[src/rtl/bcd_pkg.sv]
`default_nettype none
// ---------------------------------------------------------------------------
// Module  : bcd_pkg
// Brief   : Shared BCD / decimal one-hot types, widths and serializer states.
// Revision: 1.0 - initial release
// ---------------------------------------------------------------------------
package bcd_pkg;

    localparam int BCD_MAX = 9;
    localparam int BCD_W   = 4;
    localparam int DEC_W   = 10;

    typedef logic [BCD_W-1:0] bcd_digit_t;
    typedef logic [DEC_W-1:0] dec_onehot_t;

    typedef enum logic [0:0] {
        IDLE  = 1'b0,
        SHIFT = 1'b1
    } state_t;

endpackage
`default_nettype wire

[src/rtl/bcd_digit_decode.sv]
`default_nettype none
// ---------------------------------------------------------------------------
// Module  : bcd_digit_decode
// Brief   : Combinational single-digit BCD to 1-of-10 decoder with an
//           invalid-code flag. Codes 10..15 give an all-zero one-hot.
// Revision: 1.0 - initial release
// ---------------------------------------------------------------------------
module bcd_digit_decode
    import bcd_pkg::*;
(
    input  logic [BCD_W-1:0] i_digit,
    output logic [DEC_W-1:0] o_onehot,
    output logic             o_err
);

    // Compare against every decimal value; invalid codes match none of them.
    always_comb begin
        o_onehot = '0;
        o_err    = (i_digit > BCD_W'(BCD_MAX));
        for (int k = 0; k < DEC_W; k++) begin
            o_onehot[k] = (i_digit == BCD_W'(k));
        end
    end

endmodule
`default_nettype wire

[src/rtl/bcd_onehot_serializer.sv]
`default_nettype none
// ---------------------------------------------------------------------------
// Module  : bcd_onehot_serializer
// Brief   : Accepts a packed multi-digit BCD word and emits it MSD first as a
//           registered 1-of-10 code, one digit per out_valid/out_ready beat.
//           Optional leading-zero blanking and active-low output.
// Revision: 1.0 - initial release
// ---------------------------------------------------------------------------
module bcd_onehot_serializer
    import bcd_pkg::*;
#(
    parameter  int NUM_DIGITS    = 4,
    parameter  int BLANK_LEADING = 0,
    parameter  int ACTIVE_LOW    = 0,
    localparam int IDXW          = (NUM_DIGITS > 1) ? $clog2(NUM_DIGITS) : 1
) (
    input  logic                    clk,
    input  logic                    rst,
    input  logic                    in_valid,
    output logic                    in_ready,
    input  logic [4*NUM_DIGITS-1:0] in_bcd,
    output logic                    out_valid,
    input  logic                    out_ready,
    output logic [DEC_W-1:0]        out_y,
    output logic [IDXW-1:0]         out_idx,
    output logic                    out_last,
    output logic                    out_err,
    output logic                    err_sticky
);

    localparam logic [IDXW-1:0] c_msd_idx    = IDXW'(NUM_DIGITS - 1);
    localparam dec_onehot_t     c_y_inactive = (ACTIVE_LOW != 0) ? {DEC_W{1'b1}} : {DEC_W{1'b0}};

    state_t                    r_state;
    state_t                    w_state_nxt;
    logic [4*NUM_DIGITS-1:0]   r_word;
    logic [IDXW-1:0]           r_idx;
    logic                      r_seen_nz;
    dec_onehot_t               r_y;
    logic                      r_last;
    logic                      r_err;
    logic                      r_sticky;

    logic                      w_accept;
    logic                      w_advance;
    logic                      w_load;
    logic [IDXW-1:0]           w_pos;
    bcd_digit_t                w_digit;
    bcd_digit_t                w_digits [NUM_DIGITS];
    logic                      w_seen_prev;
    logic                      w_blank;
    dec_onehot_t               w_onehot;
    logic                      w_derr;
    dec_onehot_t               w_y_pos;
    dec_onehot_t               w_y_out;

    generate
        for (genvar g = 0; g < NUM_DIGITS; g++) begin : g_digits
            assign w_digits[g] = r_word[BCD_W*g +: BCD_W];
        end
    endgenerate

    // State register.
    always_ff @(posedge clk or posedge rst) begin
        if (rst) begin
            r_state <= IDLE;
        end else begin
            r_state <= w_state_nxt;
        end
    end

    // Next state, accept/advance strobes and in_ready.
    always_comb begin
        w_state_nxt = r_state;
        in_ready    = 1'b0;
        w_accept    = 1'b0;
        w_advance   = 1'b0;
        case (r_state)
            IDLE: begin
                in_ready = 1'b1;
                if (in_valid) begin
                    w_accept    = 1'b1;
                    w_state_nxt = SHIFT;
                end
            end
            SHIFT: begin
                if (out_ready) begin
                    if (r_idx == '0) begin
                        w_state_nxt = IDLE;
                    end else begin
                        w_advance = 1'b1;
                    end
                end
            end
            default: w_state_nxt = IDLE;
        endcase
    end

    // The beat to be loaded: the incoming MSD on accept, else the next lower
    // digit of the captured word.
    assign w_load      = w_accept | w_advance;
    assign w_pos       = (r_state == IDLE) ? c_msd_idx : (r_idx - 1'b1);
    assign w_digit     = (r_state == IDLE) ? in_bcd[BCD_W*NUM_DIGITS-1 -: BCD_W] : w_digits[w_pos];
    assign w_seen_prev = (r_state == IDLE) ? 1'b0 : r_seen_nz;

    bcd_digit_decode u_decode (
        .i_digit  (w_digit),
        .o_onehot (w_onehot),
        .o_err    (w_derr)
    );

    // Leading-zero blanking never applies to digit 0; invalid codes are
    // nonzero and so end the leading run.
    assign w_blank = (BLANK_LEADING != 0) && !w_seen_prev && (w_digit == '0) && (w_pos != '0);
    assign w_y_pos = w_blank ? '0 : w_onehot;
    assign w_y_out = (ACTIVE_LOW != 0) ? ~w_y_pos : w_y_pos;

    // Word capture and beat registers; everything holds while stalled.
    always_ff @(posedge clk or posedge rst) begin
        if (rst) begin
            r_word    <= '0;
            r_idx     <= '0;
            r_seen_nz <= 1'b0;
            r_y       <= c_y_inactive;
            r_last    <= 1'b0;
            r_err     <= 1'b0;
            r_sticky  <= 1'b0;
        end else if (w_load) begin
            if (w_accept) begin
                r_word <= in_bcd;
            end
            r_idx     <= w_pos;
            r_seen_nz <= w_seen_prev | (w_digit != '0);
            r_y       <= w_y_out;
            r_last    <= (w_pos == '0);
            r_err     <= w_derr;
            r_sticky  <= (w_accept ? 1'b0 : r_sticky) | w_derr;
        end
    end

    assign out_valid  = (r_state == SHIFT);
    assign out_y      = r_y;
    assign out_idx    = r_idx;
    assign out_last   = r_last;
    assign out_err    = r_err;
    assign err_sticky = r_sticky;

endmodule
`default_nettype wire

[config.mk]
export PLATFORM = sky130hd
export DESIGN_NAME = bcd_onehot_serializer
export DESIGN_NICKNAME = d
export VERILOG_FILES = /design/src/rtl/bcd_pkg.sv /design/src/rtl/bcd_digit_decode.sv /design/src/rtl/bcd_onehot_serializer.sv
export SDC_FILE = /design/constraint.sdc
export NUM_CORES = 1
export LEC_CHECK = 0
export ABC_AREA = 1
export CORE_MARGIN = 2
export CORE_UTILIZATION = 53
export CTS_CLUSTER_SIZE = 30
export DETAILED_ROUTE_END_ITERATION = 7
export GPL_TIMING_DRIVEN = 0
export MAX_ROUTING_LAYER = met4
export PLACE_DENSITY = 0.84
export SLEW_MARGIN = 40
export SYNTH_ARGS = -nofsm -noshare
export SYNTH_HDL_FRONTEND = slang
export SYNTH_HIERARCHICAL = 1
export SYNTH_SLANG_ARGS = --single-unit
[constraint.sdc]
create_clock -name clk -period 2.8 [get_ports clk]
set_clock_uncertainty 0.15 [all_clocks]
set_input_delay 0.56 -clock clk [delete_from_list [all_inputs] [get_ports clk]]
set_output_delay 0.56 -clock clk [all_outputs]
set_load 0.05 [all_outputs]
# After elaboration in Yosys (flattened, before gate mapping)
# Index checks and enable logic that the tools add are counted.
[word_totals]
latch_bits = 0
mem_count = 0
romBits = 0
mem_bits_rw = 0
register_bits = 32
[classes]
magnitude_cmp = 2
n_eq_ne = 9
div = 0
add_sub_neg = 1
bitwise = 4
n_reduce_logical = 4
shifts = 0
n_mul = 0
mux = 14
[op_table]
columns = ["operator", "n"]
rows = [
  ["$eq A4 B3 Y1 const B", 4],
  ["$mux W4", 3],
  ["$bmux W4 S2", 1],
  ["$eq A4 B2 Y1 const B", 2],
  ["$eq A4 B4 Y1 const B", 2],
  ["$mux W1", 8],
  ["$eq A4 B1 Y1 const B", 1],
  ["$gt A4 B4 Y1 const B", 1],
  ["$logic_not A2 Y1", 2],
  ["$logic_not A4 Y1", 1],
  ["$ge A3 B3 Y1 const B", 1],
  ["$not A2 Y3", 1],
  ["$mux W2", 1],
  ["$or A1 B1 Y1", 2],
  ["$pmux W1 S2", 1],
  ["$reduce_and A2 Y1", 1],
  ["$sub A2 B1 Y2 const B", 1],
  ["$not A1 Y1", 1],
]

# Logic depth before layout (Yosys ltp)
# Gate-level depths: netlist of the first run.
[depth]
word_depth = 9
mapped_depth = 14
depth_no_buf = 13

# Cells and area by module
# Netlist of the first run, hierarchy kept.
[modules_own_cells]
columns = ["module", "cells_per_inst", "area_per_inst_um2", "instances"]
rows = [
  ["bcd_onehot_serializer", 187, 1519.0, 1],
  ["bcd_digit_decode", 23, 91.3, 1],
]

# Least setup slack after synthesis of the first run
# No wires, ideal clock.
[synth_timing]
path_kind = "reg2reg"
start = "register r_idx[0] (netlist: out_idx[0])"
end = "register r_y[4] (netlist: out_y[4])"
synth_period_minus_slack_ns = 2.287
stages_incl_launch_ff = 15
arrival_time_ns = 2.017
required_ns = 2.531
n_path_buf = 1
path_slack_ns = 0.513
cell_sequence = "dfrtp_1 buf_2 inv_1 ha_1 nand2_1 inv_1 nand3_1 nand2_1 nand2_1 nand2_1 inv_2 nand2_1 nor2_1 nand2_1 nand2_1"
[synth_via]
elab_chain_len = 8
[synth_rtl]
columns = ["item", "line_no", "source"]
rows = [
  ["start: declaration", "bcd_onehot_serializer.sv:37", "logic [IDXW-1:0] r_idx;"],
  ["start signal: assignment", "bcd_onehot_serializer.sv:132", "r_idx <= w_pos;"],
  ["$sub A2 B1 Y2", "bcd_onehot_serializer.sv:102", "assign w_pos = (r_state == IDLE) ? c_msd_idx : (r_idx - 1'b1);"],
  ["$mux W2", "bcd_onehot_serializer.sv:102", ""],
  ["$not A2 Y3 (implied by the code)", "bcd_onehot_serializer.sv:103", "assign w_digit = (r_state == IDLE) ? in_bcd[BCD_W*NUM_DIGITS-1 -: BCD_W] : w_digits[w_pos];"],
  ["$bmux W4 S2", "bcd_onehot_serializer.sv:103", ""],
  ["$mux W4 (implied by the code) (2 in series)", "bcd_onehot_serializer.sv:103", ""],
  ["$mux W4", "bcd_onehot_serializer.sv:103", ""],
  ["named net w_digit[1]", "bcd_onehot_serializer.sv:48", "bcd_digit_t w_digit;"],
  ["$eq A4 B3 Y1", "bcd_digit_decode.sv:21", "o_onehot[k] = (i_digit == BCD_W'(k));"],
  ["named net w_onehot[4]", "bcd_onehot_serializer.sv:52", "dec_onehot_t w_onehot;"],
  ["end signal: assignment", "bcd_onehot_serializer.sv:124", "r_y <= c_y_inactive;"],
  ["end signal: assignment", "bcd_onehot_serializer.sv:134", "r_y <= w_y_out;"],
  ["end: declaration", "bcd_onehot_serializer.sv:39", "dec_onehot_t r_y;"],
]
# The timed path passes the listed nets, and every way through them passes these cells. The select of a mux whose other input is x is not followed.
# A chain may end at the register's enable or synchronous reset.

# Final worst setup path of the first run
[layout_timing]
start = "register r_state (netlist: out_valid)"
end = "output in_ready"
[layout_via]
elab_chain_len = 1
[layout_rtl]
columns = ["item", "line_no", "source"]
rows = [
  ["start: declaration", "bcd_onehot_serializer.sv:34", "state_t r_state;"],
  ["start signal: assignment", "bcd_onehot_serializer.sv:68", "r_state <= w_state_nxt;"],
  ["$mux W1", "bcd_onehot_serializer.sv:78", "case (r_state)"],
  ["end: declaration", "bcd_onehot_serializer.sv:20", "output logic in_ready,"],
]
# No other way between the ends.

==> results of run 1 <==
worst register-to-register path: cells and delay by family, from the launching register on:
kind / cells / cell delay, ns
flip-flops: 1 / 0.39
adder cells (fa/ha/maj): 1 / 0.31
buffers and inverters: 4 / 0.53
AND/OR/NAND/NOR: 9 / 0.83
metrics by stage:
| stage | total power, mW | instances | hold slack (ns) | setup WS (ns) | util |
|---|---|---|---|---|---|
| 3_5_place_dp | 2.37 | 279 | 0.308 | 0.583 | 0.676 |
| 5_1_grt | 2.87 | 287 | 0.349 | 0.271 | 0.695 |
| 6_report | 2.63 | 287 | 0.326 | 0.316 | 0.695 |
| 3_3_place_gp | 2.33 | 279 | 0.308 | 0.616 | 0.676 |
| 4_1_cts | 2.64 | 287 | 0.330 | 0.304 | 0.695 |
| 2_1_floorplan | 1.96 | 210 | 0.336 | 0.513 | - |
power groups by stage:
stage / Sequential, mW / Clock, mW / Combinational [mW]
floorplan: 0.989 / 0 / 0.968
global placement: 0.729 / 0 / 1.60
detailed placement: 0.737 / 0 / 1.63
CTS: 0.729 / 0.275 / 1.64
global route: 0.745 / 0.299 / 1.83
finish: 0.728 / 0.269 / 1.64
path summary, 6_finish.rpt:
check,start,end,slack (ns),cells after the start
worst max-delay path,out_valid,in_ready,0.32,3
worst min-delay path,out_y[1],out_y[1],0.33,2
worst max register to register,out_idx[0],out_y[0],0.53,14
worst min register to register,out_y[1],out_y[1],0.33,2
max in group asynchronous,rst,out_y[1],1.60,2
min in group asynchronous,rst,out_err,0.49,2
kinds of logic after synthesis:
family / count (synthesis)
compound gates: 20
simple gates: 121
fa+ha+maj: 1
buf+inv: 36
flops: 32
final cells by class:
class | instances | share of cell area
repair buffers | 36 | 0.174
flip-flops and latches | 32 | 0.387
clock buffers | 8 | 0.0284
multi-input cells | 142 | 0.300
inverters | 28 | 0.0544
plain buffers | 8 | 0.0369
well taps | 33 | 0.0199
cell usage after synthesis (all sizes together):
cell type	n	area, um2
nand2	90	360
dfrtp	32	801
inv	28	113
o21ai	20	100
nand3	17	85.1
nor2	12	45.0
buf	8	76.3
ha	1	12.5
nand3b	1	11.3
or2	1	6.26
per-layer routing:
metal  wire length, um  share of wire  global-route usage  vias to the layer above
met5                 0              0                   -                        -
met4                46          0.014              0.0974                        0
met3               167          0.052              0.0393                        6
met2              1380           0.43               0.322                       32
met1              1640           0.51               0.295                      610
li1                  -              -                   -                      729
cells in the final DEF (no fill, tap or decap):
master           count
nand2_1             85
clkdlybuf4s50_1     36
dfrtp_1             32
inv_1               22
nand3_1             17
o21ai_1             16
nor2_1              12
buf_6                5
clkbuf_4             5
inv_2                4
o21ai_0              4
nand2_2              3
nand2_4              2
buf_4                2
clkbuf_1             2
inv_6                1
buf_2                1
or2_2                1
nand3b_2             1
inv_4                1
ha_1                 1
clkbuf_8             1
state kept, by name, summed over array words and instances (netlist names):
name	flops
out_last	1
err_sticky	1
out_err	1
out_idx	2
out_valid	1
out_y	10
r_word	16
==> impl_metrics.ini, run 1 <==
[logic_synthesis]
avgSynthCellArea_um2 = 7.67
synth_xor_area_frac = 0
synth_cells = 210
synthMuxAreaShare = 0
synth_nets = 231
synth_seq_cells = 32
yosysWarnings = 6
synth_simple_gate_area_share = 0.315
synthAdderAreaFrac = 0.00777
syn_area_um2 = 1610
synth_compound_area_frac = 0.0622
seq_area_frac_synth = 0.497
synth_top_family_by_area = simple AND/OR/NAND/NOR gates
synth_cell_type_count = 18

[floorplan]
ios = 37
dieArea_um2 = 3500
die_y_um = 59.1
die-width_um = 59.1
coreArea_um2 = 2980
start_util = 0.541
std_cell_rows = 20

[setup_path]
crit_chain = buf_6 > inv_6 > clkdlybuf4s50_1
slowest_delay_ns = 0.80
crit_path_start_kind = register
critPathRequiredTime_ns = 2.09
cp_max_fo = 8
critPathSlowestCell = clkdlybuf4s50_1
critPathKind = register to output pin
crit_arrival_ns = 1.77
cp-end-kind = output pin
crit_buf_inv = 3
cpLargestDelayFamily = buffers and inverters

[cts]
clk_latency_ns = 0.33
htree_levels = 2
clk_pin_slew_ns = 0.09
max-clock-path-buffers = 2
cts_made_buffers = 5
cts_root_buffer = clkbuf_4
cts.sinks = 32
cts_tree = yes
cts_resized = 0
postCtsHoldBufs = 0
post-cts-setup-buffers = 0

[sta]
slew_viol_final = 0
setup_violations = 0
fin_crit_ns = 2.48
post-route-period-util = 0.887
rsz0062_at_grt = no
max_freq_ghz = 0.402
worstMarginPinSlew_ns = 0.645
relSlewSlack = 0.569
final-hold-violation-count = 0
fin_setup_tns_ns = 0

[drt]
drt_iter0_markers = 64
wl_um = 3240
drc = 0
wl_per_cell_um = 11.3
num_vias = 1377
vias_per_cell = 4.80
drt_pass1_iterations = 4
antenna_left = 0

[cells_and_area]
fillers = 257
antenna_cells = 0
multi_input_area_um2 = 621
layout.nets = 274
seq_area_um2 = 801
syn_to_final_growth_pct = 28.6
drive_gt1_frac = 0.106
final_area_um2 = 2070

[global_route]
grtUsageTotal = 0.219
antenna_found_initial = 0
grt_max_degree = 33
grt_overflow = 0
grt_pass1_wl_um = 5530
grt_pass1_vias = 1304

[placed_design]
dp_hpwl_um = 2350
gp_congestion = 0.883
portBuffers = 36
dpl_cell_area_um2 = 2010

[power]
pwr-share-seq = 0.277
p_switching_mw = 1.30
pwr-share-clk = 0.102
vdd_ir_drop_max_mv = 0.722
p_per_area_nw_per_um2 = 1270
comb_power_share = 0.621
internal-power_mw = 1.33
leakage_nw = 1.08
swShare = 0.494

[flow_run]
cap_violations = 0

[outcome]
run_status = completed

[hold_path]
min_path_type = register to register
(Power assumes the default switching activity.)
==> run 2, diff against run 1 <==
Settings changed: ABC_AREA 1 to default.
==> impl_metrics.ini, run 2 <==
[cts]
postCtsHoldBufs = 0
cts_tree = yes
cts_made_buffers = 5
clk_latency_ns = 0.33
max-clock-path-buffers = 2
cts.sinks = 32
cts_resized = 0
clk_pin_slew_ns = 0.10
cts_root_buffer = clkbuf_4
htree_levels = 2
post-cts-setup-buffers = 0

[cells_and_area]
drive_gt1_frac = 0.220
layout.nets = 211
top_register = r_word
final_common_cell = nand2_1
final_area_um2 = 2060
fin_util = 0.730
final_cells = 222
final_cell_mix = 51 x nand2_1, 36 x clkdlybuf4s50_1, 32 x dfrtp_1, 9 x mux2_2, 9 x mux2_4
antenna_cells = 0
syn_to_final_growth_pct = 28.5
largest_reg_flops = 16

[sta]
fin_setup_tns_ns = 0
setup_violations = 0
worst_slack_ns = 0.229
slew_viol_final = 0
worstMarginPinSlew_ns = 0.653
post-route-period-util = 0.918
whs_ns = 0.330
fin_crit_ns = 2.57
rsz0062_at_grt = no
final-hold-violation-count = 0
max_freq_ghz = 0.389
relSlewSlack = 0.564

[setup_path]
crit_path_start_kind = register
crit_arrival_ns = 1.86
critPathRequiredTime_ns = 2.09
cp_max_fo = 9
critPathKind = register to output pin
cp-end-kind = output pin

[power]
vdd_ir_drop_max_mv = 0.753
internal-power_mw = 1.57
pwr-share-seq = 0.274
power_mw = 2.84
p_switching_mw = 1.27
swShare = 0.447
leakage_nw = 1.01
pwr-share-clk = 0.097
p_per_area_nw_per_um2 = 1380
comb_power_share = 0.628

[global_route]
antenna_found_initial = 0
grt_max_degree = 33
grt_pass1_vias = 1200
grt_pass1_wl_um = 5410
grt_overflow = 0
grtUsageTotal = 0.214

[floorplan]
std_cell_rows = 19
dieArea_um2 = 3490
start_util = 0.568
coreArea_um2 = 2830
ios = 37
die-width_um = 59.1
die_y_um = 59.1

[placed_design]
pre_cts_ws_ns = 0.252
gp_congestion = 0.857
dp.cells = 214
dp_hpwl_um = 2460
dpl_cell_area_um2 = 2010
portBuffers = 36

[drt]
vias_per_cell = 5.43
dr_wl_met2_um = 1720
routed.top_layer = met4
wl_per_cell_um = 14.8
met3_length_um = 141
antenna_left = 0
wl_um = 3280
drc = 0
wl_met1_um = 1370
drt_iter0_markers = 18
drt_pass1_iterations = 4
num_vias = 1205

[flow_run]
cap_violations = 0

[logic_synthesis]
synth_ff_type = dfrtp_1
synth_cell_type_count = 24
seq_area_frac_synth = 0.498
yosysTopAreaCell = dfrtp_1
yosys-top-cells-area = dfrtp_1 50%, nand2_1 12%, mux2_4 8.4%
synth_cells = 147
synth_edf_count = 0
synth_top_area_share = 0.498
syn_area_um2 = 1610
yosysWarnings = 6
synth_seq_cells = 32
async_flop_share = 1.00
avgSynthCellArea_um2 = 10.9
yosys-top-cells-count = 51 x nand2_1, 32 x dfrtp_1, 9 x mux2_2, 9 x mux2_4, 7 x nor2_1
synth_most_common_cell = nand2_1
synth_nets = 168

[outcome]
run_status = completed

[hold_path]
min_path_type = register to register
run 2: path summary, 6_finish.rpt:
check                           start         end  slack, ns  depth (start not counted)
max                         out_valid    in_ready       0.23                          2
min                        r_word[10]  r_word[10]       0.33                          2
max reg2reg                out_idx[0]    out_y[6]       0.25                          9
min reg2reg                r_word[10]  r_word[10]       0.33                          2
max in group asynchronous         rst  r_word[12]       1.59                          2
min in group asynchronous         rst   out_valid       0.48                          2
run 2: area by class of cell:
cell class | count | area, um2
fill | 226 | 764
clock buffer | 8 | 58.8
sequential | 32 | 801
timing repair buffer | 36 | 360
buffer | 10 | 65.1
inverter | 4 | 15.0
multi-input combinational | 101 | 726
tap | 31 | 38.8
run 2: cell families (layout without fill, tap and decap cells):
kind of cell,Yosys count,in the layout,share of synthesized area
AND/OR/NAND/NOR,70,70,0.223
flip-flops,32,32,0.498
multiplexers,22,22,0.172
buffers and inverters,14,58,0.0498
AO/OA/AOI/OAI,8,8,0.0491
adder cells (fa/ha/maj),1,1,0.00779
run 2: critical path, cell delays in order, from the launching register on:
cell and delay, ns:
dfrtp_1 0.48, inv_1 0.20, clkdlybuf4s50_1 0.85
run 2: routing by layer:
layer / track usage / vias to the layer above
li1: - / 582
met1: 0.249 / 586
met2: 0.363 / 30
met3: 0.0611 / 7
met4: 0.0584 / 0
met5: - / -
run 2: power groups by stage:
stage / Sequential, mW / Combinational, mW / Clock (mW)
2_1_floorplan: 1.07 / 1.06 / 0
3_3_place_gp: 0.773 / 1.72 / 0
3_5_place_dp: 0.791 / 1.78 / 0
4_1_cts: 0.779 / 1.79 / 0.285
5_1_grt: 0.803 / 1.91 / 0.301
6_report: 0.781 / 1.79 / 0.277
==> run 3, diff against run 2 <==
Settings changed: CAP_MARGIN from default to 20, CELL_PAD_IN_SITES_DETAIL_PLACEMENT from default to 1, CELL_PAD_IN_SITES_GLOBAL_PLACEMENT from default to 1, CORE_UTILIZATION 53 to 41.
==> impl_metrics.ini, run 3 (synthesis results as in run 2) <==
[cells_and_area]
layout.nets = 211
final_cell_mix = 51 x nand2_1, 36 x clkdlybuf4s50_1, 32 x dfrtp_1, 9 x mux2_2, 9 x mux2_4
final_area_um2 = 2100
largest_reg_flops = 16
fillers = 416
antenna_cells = 0
drive_gt1_frac = 0.218
top_register = r_word
syn_to_final_growth_pct = 30.5
final_cells = 236
final_common_cell = nand2_1

[floorplan]
dieArea_um2 = 4430
ios = 37
start_util = 0.432
std_cell_rows = 22
die-width_um = 66.6
die_y_um = 66.6
coreArea_um2 = 3720

[cts]
htree_levels = 2
clk_pin_slew_ns = 0.06
cts.sinks = 32
post-cts-setup-buffers = 0
clk_latency_ns = 0.28
cts_resized = 0
cts_tree = yes
cts_made_buffers = 5
cts_root_buffer = clkbuf_8
postCtsHoldBufs = 0
max-clock-path-buffers = 2

[hold_path]
worstHoldStart = r_word[8]
min_path_type = register to register
whs_path_depth = 2
worstHoldEndpoint = r_word[8]

[power]
p_per_area_nw_per_um2 = 1370
leakage_nw = 1.01
vdd_ir_drop_max_mv = 0.545

[setup_path]
rr_worst_depth = 9
r2r_start = out_idx[0]
cp_max_fo = 10
crit_arrival_ns = 2.62
cp-end-kind = register
crit_path_start_kind = register
worst_path_most_repeated_cell = buf_2
critPathKind = register to register
crit_chain = buf_2 > inv_1 > ha_1 > nand2_1 > nor2_1 > a221o_1 > buf_2 > o21a_1 > mux2_2
critPathSlowestCell = dfrtp_1
r2r_slack_ns = 0.20
slowest_delay_ns = 0.38
cpLargestDelayFamily = buffers and inverters
crit_buf_inv = 3
critPathRequiredTime_ns = 2.81
r2r-end = out_err

[sta]
rsz0062_at_grt = no
max_freq_ghz = 0.384
final-hold-violation-count = 0
post-route-period-util = 0.929
relSlewSlack = 0.554
setup_violations = 0
slew_viol_final = 0
worstMarginPinSlew_ns = 0.668
fin_setup_tns_ns = 0
fin_crit_ns = 2.60

[global_route]
grtUsageTotal = 0.188
grt_pass1_wl_um = 5970
grt_overflow = 0
grt_max_degree = 33
antenna_found_initial = 0
grt_pass1_vias = 1263

[drt]
wl_um = 3480
drt_pass1_iterations = 4
drt_iter0_markers = 56
num_vias = 1185
antenna_left = 0
wl_per_cell_um = 14.7
vias_per_cell = 5.02
drc = 0

[flow_run]
cap_violations = 0

[placed_design]
dp.cells = 231
portBuffers = 36
dpl_cell_area_um2 = 2030
gp_congestion = 0.760
dp_hpwl_um = 2680

[outcome]
run_status = completed
run 3: power by group:
part / internal (mW) / switching (mW)
sequential: 0.665 / 0.117
clock: 0.160 / 0.150
combinational: 0.788 / 0.999
total: 1.61 / 1.27
run 3: cell type report:
| cell class | count | area (um2) | share of cell area |
|---|---|---|---|
| Buffer | 10 | 65.1 | 0.0310 |
| Tap cell | 48 | 60.1 | 0.0287 |
| Sequential cell | 32 | 801 | 0.382 |
| Timing Repair Buffer | 36 | 360 | 0.172 |
| Multi-Input combinational cell | 101 | 726 | 0.346 |
| Inverter | 4 | 15.0 | 0.00716 |
| Clock buffer | 5 | 68.8 | 0.0328 |
run 3: worst max path at each step:
stage                    end  cells past startpoint  slack [ns]        from
global route        out_y[5]                      9        0.06  out_idx[0]
global placement    out_y[5]                      9        0.24  out_idx[0]
floorplan           out_y[5]                      9        0.12  out_idx[0]
finish               out_err                      9        0.20  out_idx[0]
detailed placement   out_err                      9        0.21  out_idx[0]
CTS                  out_err                      9        0.19  out_idx[0]
run 3: metrics by stage:
stage | power [mW] | utilization | worst slack (ns) | hold slack [ns]
global placement | 2.52 | 0.545 | 0.244 | 0.305
CTS | 2.91 | 0.564 | 0.190 | 0.332
detailed placement | 2.59 | 0.545 | 0.205 | 0.315
floorplan | 2.12 | - | 0.125 | 0.290
global route | 3.09 | 0.564 | 0.0568 | 0.353
finish | 2.88 | 0.564 | 0.198 | 0.323
run 3: layer usage:
metal | global-route usage | wire (um) | vias to the layer above
met2 | 0.318 | 1730 | 28
met4 | 0.0459 | 38 | 0
met3 | 0.0557 | 146 | 6
met1 | 0.221 | 1570 | 576
met5 | - | 0 | -
li1 | - | - | 575
run 3: worst reg2reg max path, cell delays in order (launching register included):
cell,delay [ns]
dfrtp_1,0.38
buf_2,0.28
inv_1,0.10
ha_1,0.31
nand2_1,0.19
nor2_1,0.08
a221o_1,0.30
buf_2,0.20
o21a_1,0.23
mux2_2,0.27
